File: src/rtl/fm_meas_engine.sv
// fm_meas_engine: windowed Vpp, zero-crossing frequency, deviation and modulation-index measurement.
module fm_meas_engine #(
  parameter int DATA_W     = 11,
  parameter int CLK_HZ     = 32000000,
  parameter int WIN_LEN    = 65536,
  parameter int HYST       = 8,
  parameter int KDEV       = 1000,
  parameter int KDEV_SHIFT = 0,
  parameter int F_W        = 16,
  parameter int MF_FRAC    = 4,
  parameter int MF_W       = 8
) (
  input  logic                     clk_32m,
  input  logic                     rst_n,
  input  logic                     en,
  input  logic signed [DATA_W-1:0] demod_in,
  input  logic                     in_valid,
  output logic [DATA_W:0]          vpp,
  output logic [F_W-1:0]           mod_freq,
  output logic [F_W-1:0]           delta_f,
  output logic [MF_W-1:0]          mf,
  output logic                     sig_ok,
  output logic                     meas_valid
);
  localparam int CW = $clog2(WIN_LEN);
  typedef enum logic [1:0] {ACC, DIV_F, DIV_MF, UPD} state_t;
  state_t st;
  logic signed [DATA_W-1:0] mx, mn, centre, mx_n, mn_n;
  logic [CW-1:0] cnt;
  logic hi, rise, fall, first, last, win_end, ge, busy;
  logic [15:0] n_cr, n_n, s_n;
  logic [31:0] timer, t_first, t_last, tf_n, tl_n, s_tf, s_tl;
  logic signed [31:0] smp_x, thr_hi, thr_lo;
  logic [DATA_W:0] vpp_n, sum, s_vpp;
  logic [47:0] rem, quo, dvs, rem_n, quo_n, dvw;
  logic [48:0] t;
  logic [5:0] bcnt;
  logic [F_W-1:0] freq, dv, q_fsat;
  logic [MF_W-1:0] mf_r, q_msat;
  always_comb begin
    first   = cnt == '0;
    last    = cnt == CW'(WIN_LEN - 1);
    win_end = en && in_valid && last;
    mx_n    = (first || demod_in > mx) ? demod_in : mx;
    mn_n    = (first || demod_in < mn) ? demod_in : mn;
    smp_x   = 32'(demod_in);
    thr_hi  = 32'(centre) + HYST;
    thr_lo  = 32'(centre) - HYST;
    rise    = !hi && smp_x > thr_hi;
    fall    = hi && smp_x < thr_lo;
    n_n     = (rise && n_cr != 16'hFFFF) ? n_cr + 16'd1 : n_cr;
    tf_n    = (rise && n_cr == 16'd0) ? timer : t_first;
    tl_n    = rise ? timer : t_last;
    vpp_n   = {mx_n[DATA_W-1], mx_n} - {mn_n[DATA_W-1], mn_n};
    sum     = {mx_n[DATA_W-1], mx_n} + {mn_n[DATA_W-1], mn_n};
    dvw     = (48'(s_vpp) * 48'(KDEV)) >> (KDEV_SHIFT + 1);
    dv      = |dvw[47:F_W] ? '1 : dvw[F_W-1:0];
    // restoring divide step: quo shifts the dividend out and the quotient in
    t       = {rem, quo[47]};
    ge      = t >= {1'b0, dvs};
    rem_n   = ge ? 48'(t - {1'b0, dvs}) : t[47:0];
    quo_n   = {quo[46:0], ge};
    q_fsat  = |quo_n[47:F_W] ? '1 : quo_n[F_W-1:0];
    q_msat  = |quo_n[47:MF_W] ? '1 : quo_n[MF_W-1:0];
  end
  always_ff @(posedge clk_32m or negedge rst_n) begin
    if (!rst_n) begin
      {mx, mn, centre, cnt, hi, n_cr, t_first, t_last, timer} <= '0;
    end else if (!en) begin
      {mx, mn, cnt, hi, n_cr, t_first, t_last, timer} <= '0;
    end else begin
      timer <= timer + 32'd1;
      if (in_valid) begin
        hi      <= rise ? 1'b1 : fall ? 1'b0 : hi;
        cnt     <= last ? '0 : cnt + CW'(1);
        mx      <= mx_n;
        mn      <= mn_n;
        n_cr    <= last ? '0 : n_n;
        t_first <= last ? '0 : tf_n;
        t_last  <= last ? '0 : tl_n;
        centre  <= last ? sum[DATA_W:1] : centre;
      end
    end
  end
  always_ff @(posedge clk_32m or negedge rst_n) begin
    if (!rst_n) begin
      st <= ACC;
      {busy, bcnt, rem, quo, dvs, freq, mf_r, s_vpp, s_n, s_tf, s_tl} <= '0;
      {vpp, mod_freq, delta_f, mf, sig_ok, meas_valid} <= '0;
    end else begin
      meas_valid <= 1'b0;
      if (busy) begin
        rem  <= rem_n;
        quo  <= quo_n;
        bcnt <= bcnt - 6'd1;
      end
      case (st)
        ACC: if (win_end) begin
          s_vpp <= vpp_n;
          s_n   <= n_n;
          s_tf  <= tf_n;
          s_tl  <= tl_n;
          st    <= DIV_F;
        end
        DIV_F: if (!busy) begin
          if (s_n < 16'd2 || s_tl == s_tf) begin
            freq <= '0;
            st   <= DIV_MF;
          end else begin
            quo  <= 48'(s_n - 16'd1) * 48'(CLK_HZ);
            rem  <= '0;
            dvs  <= {16'd0, s_tl - s_tf};
            bcnt <= 6'd47;
            busy <= 1'b1;
          end
        end else if (bcnt == 6'd0) begin
          busy <= 1'b0;
          freq <= q_fsat;
          st   <= DIV_MF;
        end
        DIV_MF: if (!busy) begin
          if (freq == '0) begin
            mf_r <= '1;
            st   <= UPD;
          end else begin
            quo  <= 48'(dv) << MF_FRAC;
            rem  <= '0;
            dvs  <= 48'(freq);
            bcnt <= 6'd47;
            busy <= 1'b1;
          end
        end else if (bcnt == 6'd0) begin
          busy <= 1'b0;
          mf_r <= q_msat;
          st   <= UPD;
        end
        UPD: begin
          vpp        <= s_vpp;
          mod_freq   <= freq;
          delta_f    <= dv;
          mf         <= mf_r;
          sig_ok     <= s_n >= 16'd2;
          meas_valid <= 1'b1;
          st         <= ACC;
        end
        default: st <= ACC;
      endcase
    end
  end
endmodule

File: config.mk
export PLATFORM = sky130hd
export DESIGN_NAME = fm_meas_engine
export DESIGN_NICKNAME = d
export VERILOG_FILES = /design/src/rtl/fm_meas_engine.sv
export SDC_FILE = /design/constraint.sdc
export NUM_CORES = 2
export LEC_CHECK = 0
export BUFFER_PORTS_ARGS = -buffer_cell sky130_fd_sc_hd__buf_2
export CAP_MARGIN = 5
export CORE_MARGIN = 1
export CORE_UTILIZATION = 40
export CTS_BUF_LIST = sky130_fd_sc_hd__clkbuf_8
export DETAILED_ROUTE_END_ITERATION = 10
export PLACE_DENSITY_LB_ADDON = 0.1
export SLEW_MARGIN = 25
export SYNTH_ARGS = -nofsm -noshare
export SYNTH_HDL_FRONTEND = slang
export SYNTH_SLANG_ARGS = --single-unit
File: constraint.sdc
create_clock -name clk_32m -period 11.29 [get_ports clk_32m]
set_input_delay 1.129 -clock clk_32m [delete_from_list [all_inputs] [get_ports clk_32m]]
set_output_delay 1.129 -clock clk_32m [all_outputs]
set_load 0.01 [all_outputs]
==> impl_metrics.env <==
export IMPL_row_count=106
export IMPL_hold_worst_slack_ns=0.419
export IMPL_drt_antenna_violating_nets=0
export IMPL_dp_hpwl_um=65300
export IMPL_design_final_nets=4128
export IMPL_replace_congestion=0.854
export IMPL_drcViolationCount=0
export IMPL_insertion_delay_ns=0.72
export IMPL_avgViaCountPerCell=5.37
export IMPL_max_slew_margin_rel_pct=31.4
export IMPL_timing_max_transition_violations_final=0
export IMPL_post_cts_setup_repair_bufs=0
export IMPL_worst_slew_pin_slew_ns=1.03
export IMPL_drt_first_iter_violations=1576
export IMPL_netlist_instances=3715
export IMPL_layout_area_overhead_vs_synth_pct=9.56
export IMPL_run_status="finished, final reports clean"
export IMPL_floorplan_die_area_um2=85900
export IMPL_drive_above_1_share_pct=8.74
export IMPL_path_class="register to register"
export IMPL_ctsHoldBuffers=0
export IMPL_grt_pass1_wl_um=149000
export IMPL_cts_buffers_inserted=89
export IMPL_detailedRoute_firstPassIterationCount=7
export IMPL_io_buffers=68
export IMPL_critical_path_reg2reg_startpoint="s_n[1]"
export IMPL_crit_path_start="s_n[1]"
export IMPL_cts_htree_levels=3
export IMPL_total_placed_instance_area_um2=35300
export IMPL_final_core_utilization_pct=44.4
export IMPL_die_w_um=293
export IMPL_synth_sequential_area_ratio_pct=34.6
export IMPL_ys_warn_count=0
export IMPL_tcrit_tclk_final_pct=68.5
export IMPL_grt_pass1_vias=26600
export IMPL_setup_tns_final_ns=0
export IMPL_number_of_sinks_handled_by_clock_tree_synthesis=468
export IMPL_routed_wl_um=91100
export IMPL_final_period_minus_worst_setup_slack_ns=7.74
export IMPL_final_setup_viol_count=0
export IMPL_power_leakage_nw=17.8
export IMPL_layout_cells_most_common_list="sky130_fd_sc_hd__dfrtp_1 (467), sky130_fd_sc_hd__nand2_1 (374), sky130_fd_sc_hd__inv_1 (338)"
export IMPL_cts_reportedPaths_clkPinSlew_ns=0.06
export IMPL_avgRoutedWirePerCell_um=18.5
export IMPL_fin_ws_ns=3.55
export IMPL_starting_density_of_the_core_pct=40.5
export IMPL_power_ir_vdd_worst_mv=0.0875
export IMPL_clock_tree_from_tritoncts="built"
export IMPL_antenna_found_initial=3
export IMPL_worst_ep_arrival_time_ns=8.28
export IMPL_maximum_capacitance_violations=0
export IMPL_clk_root_buffer_cell="sky130_fd_sc_hd__clkbuf_8"
export IMPL_final_hold_viol_count=0
export IMPL_synth_edf_count=0
export IMPL_crit_path_max_fanout=6
export IMPL_clock_path_buffers=3
export IMPL_vias=26500
export IMPL_final_cell_area_um2=37100
export IMPL_grt_overflow=0
export IMPL_critical_path_source_type="register"
export IMPL_cts_resized_gates=0
export IMPL_grt_total_usage_pct=21.6
export IMPL_rsz0062_at_grt="no"
export IMPL_final_setup_skew_ns=0.0334
export IMPL_postSynthRegisterBits=468
export IMPL_fmax_mhz=129
export IMPL_hold_path_class="input port to async pin"
export IMPL_mostFrequentLayoutCell="sky130_fd_sc_hd__dfrtp_1"
export IMPL_maximum_number_of_pins_on_one_net_before_global_route_repair=97
export IMPL_fp_dieH_um=293
export IMPL_dp_slack_ns=3.51
export IMPL_share_of_flip_flops_with_an_asynchronous_set_or_reset_pct=100
export IMPL_critical_path_required_ns=11.84
export IMPL_core_area_um2=83700
export IMPL_avgSynthCellArea_um2=9.12
export IMPL_synthDistinctLibCells=92
export IMPL_power_per_cell_area_nw_per_um2=105
export IMPL_io_pins=69
export IMPL_area_of_the_mapped_netlist_um2=33900
export IMPL_synth_nets=4116
export IMPL_end_kind="register"
export IMPL_synth_flop_cell="sky130_fd_sc_hd__dfrtp_1"
export IMPL_fillers=8317
## worst paths after layout
check	endpoint	slack (ns)	depth (start not counted)
worst min-delay path	quo[24]	0.42	1
max in group asynchronous	t_last[18]	8.75	3
worst min register to register	s_tf[17]	0.47	2
worst max register to register	quo[42]	3.55	26
min in group clk_32m	s_tf[17]	0.47	2
worst max-delay path	quo[42]	3.55	26
## cell type report
type / instances / area, µm² / share of cell area (%)
diodes: 1 / 2.50 / 0.00674
clock buffers: 104 / 1430 / 3.86
clock inverters: 49 / 345 / 0.930
inverters: 311 / 1170 / 3.14
multi-input cells: 2747 / 20400 / 54.8
flip-flops and latches: 468 / 11700 / 31.6
well taps: 1134 / 1420 / 3.82
repair buffers: 110 / 686 / 1.85
## cell usage after synthesis (6+ instances only)
cell / instances / area (µm²)
sky130_fd_sc_hd__xnor2_1: 132 / 1160
sky130_fd_sc_hd__a211oi_1: 43 / 323
sky130_fd_sc_hd__o21ai_0: 236 / 1180
sky130_fd_sc_hd__and2_1: 42 / 263
sky130_fd_sc_hd__or4_1: 9 / 67.6
sky130_fd_sc_hd__nand3_1: 176 / 881
sky130_fd_sc_hd__nor2b_1: 19 / 119
sky130_fd_sc_hd__fa_1: 115 / 2300
sky130_fd_sc_hd__mux2_2: 49 / 552
sky130_fd_sc_hd__a311oi_1: 14 / 123
sky130_fd_sc_hd__o22a_1: 10 / 87.6
sky130_fd_sc_hd__o21bai_1: 24 / 180
sky130_fd_sc_hd__nand2_1: 375 / 1410
sky130_fd_sc_hd__o31ai_1: 37 / 278
sky130_fd_sc_hd__o21a_1: 33 / 248
sky130_fd_sc_hd__o21ai_1: 34 / 170
sky130_fd_sc_hd__o211ai_1: 20 / 150
sky130_fd_sc_hd__a211o_1: 14 / 123
sky130_fd_sc_hd__or3_1: 35 / 219
sky130_fd_sc_hd__mux2i_1: 104 / 1040
sky130_fd_sc_hd__o41ai_1: 7 / 61.3
sky130_fd_sc_hd__nor4b_1: 6 / 52.6
sky130_fd_sc_hd__o22ai_1: 30 / 188
sky130_fd_sc_hd__nand2b_1: 17 / 106
sky130_fd_sc_hd__a21oi_1: 166 / 831
sky130_fd_sc_hd__buf_2: 7 / 35.0
sky130_fd_sc_hd__clkbuf_1: 167 / 627
sky130_fd_sc_hd__a31oi_1: 55 / 344
sky130_fd_sc_hd__and3_1: 37 / 231
sky130_fd_sc_hd__nor4_1: 26 / 163
sky130_fd_sc_hd__nand3b_1: 9 / 67.6
sky130_fd_sc_hd__nor2_1: 198 / 743
sky130_fd_sc_hd__or2_2: 7 / 43.8
sky130_fd_sc_hd__nor3_1: 55 / 275
sky130_fd_sc_hd__and4_1: 6 / 52.6
sky130_fd_sc_hd__a21boi_0: 13 / 97.6
sky130_fd_sc_hd__a21o_1: 65 / 488
sky130_fd_sc_hd__buf_1: 10 / 37.5
sky130_fd_sc_hd__dfrtp_1: 468 / 11700
sky130_fd_sc_hd__inv_1: 310 / 1160
sky130_fd_sc_hd__a41oi_1: 7 / 61.3
sky130_fd_sc_hd__ha_1: 271 / 3390
sky130_fd_sc_hd__xor2_1: 59 / 517
sky130_fd_sc_hd__nand4_1: 35 / 219
sky130_fd_sc_hd__a22o_1: 67 / 587
## where the power goes
group | internal [mW] | leakage, nW | switching (mW)
Clock | 0.930 | 1.03 | 0.788
Combinational | 0.165 | 10.2 | 0.301
Sequential | 1.69 | 6.49 | 0.0174
## worst max-delay path, stage by stage, from the launching register on
cell and delay [ns]:
sky130_fd_sc_hd__dfrtp_1 0.43, sky130_fd_sc_hd__inv_1 0.11, sky130_fd_sc_hd__ha_1 0.21, sky130_fd_sc_hd__a21boi_1 0.23
sky130_fd_sc_hd__nand2_1 0.12, sky130_fd_sc_hd__or3_1 0.40, sky130_fd_sc_hd__or3_1 0.46, sky130_fd_sc_hd__or4_1 0.47
sky130_fd_sc_hd__nor2_1 0.18, sky130_fd_sc_hd__xnor2_1 0.36, sky130_fd_sc_hd__fa_1 0.56, sky130_fd_sc_hd__fa_1 0.52
sky130_fd_sc_hd__inv_1 0.06, sky130_fd_sc_hd__fa_1 0.55, sky130_fd_sc_hd__fa_1 0.42, sky130_fd_sc_hd__ha_1 0.29
sky130_fd_sc_hd__inv_1 0.05, sky130_fd_sc_hd__fa_1 0.49, sky130_fd_sc_hd__inv_1 0.04, sky130_fd_sc_hd__ha_1 0.34
sky130_fd_sc_hd__and2_1 0.21, sky130_fd_sc_hd__nand4_1 0.10, sky130_fd_sc_hd__nor4b_1 0.06, sky130_fd_sc_hd__a211oi_1 0.44
sky130_fd_sc_hd__o21ai_0 0.19, sky130_fd_sc_hd__xnor2_1 0.17, sky130_fd_sc_hd__o22ai_1 0.09
## per-layer routing
| layer | share of wire, % | global-route usage, % | wire length [µm] |
|---|---|---|---|
| met1 | 50 | 31.2 | 45400 |
| met2 | 45 | 33.8 | 40600 |
| met3 | 3.4 | 2.93 | 3140 |
| met4 | 2.1 | 5.45 | 1940 |
| met5 | 0 | 0 | 0 |
## stage by stage
step,power (mW),cells
finish,3.90,4924
global route,4.08,4924
CTS,3.97,4922
detailed placement,2.21,4769
global placement,2.21,4769
floorplan,2.05,3715
## logic make-up (layout without fill, tap and decap cells)
logic type / after synthesis / after routing / share of synthesized area, %
and+or+nand+nor: 1072 / 1072 / 15.0
AOI/OAI and AO/OA: 940 / 940 / 18.2
buffers and inverters: 500 / 574 / 5.65
DFF: 468 / 468 / 34.6
adders and majority gates: 390 / 390 / 16.9
xor gates and xnor gates: 192 / 192 / 4.98
muxes: 153 / 153 / 4.70
other: 0 / 1 / 0
## sequential cells by signal (all words and copies together) (netlist names), 11 cells and up
signal    count
quo          48
rem          48
dvs          32
s_tf         32
s_tl         32
t_first      32
t_last       32
timer        32
cnt          16
freq         16
mod_freq     16
n_cr         16
s_n          16
delta_f      15
s_vpp        12
vpp          12
centre       11
mn           11
mx           11
Power figures use the tool's default switching activity.
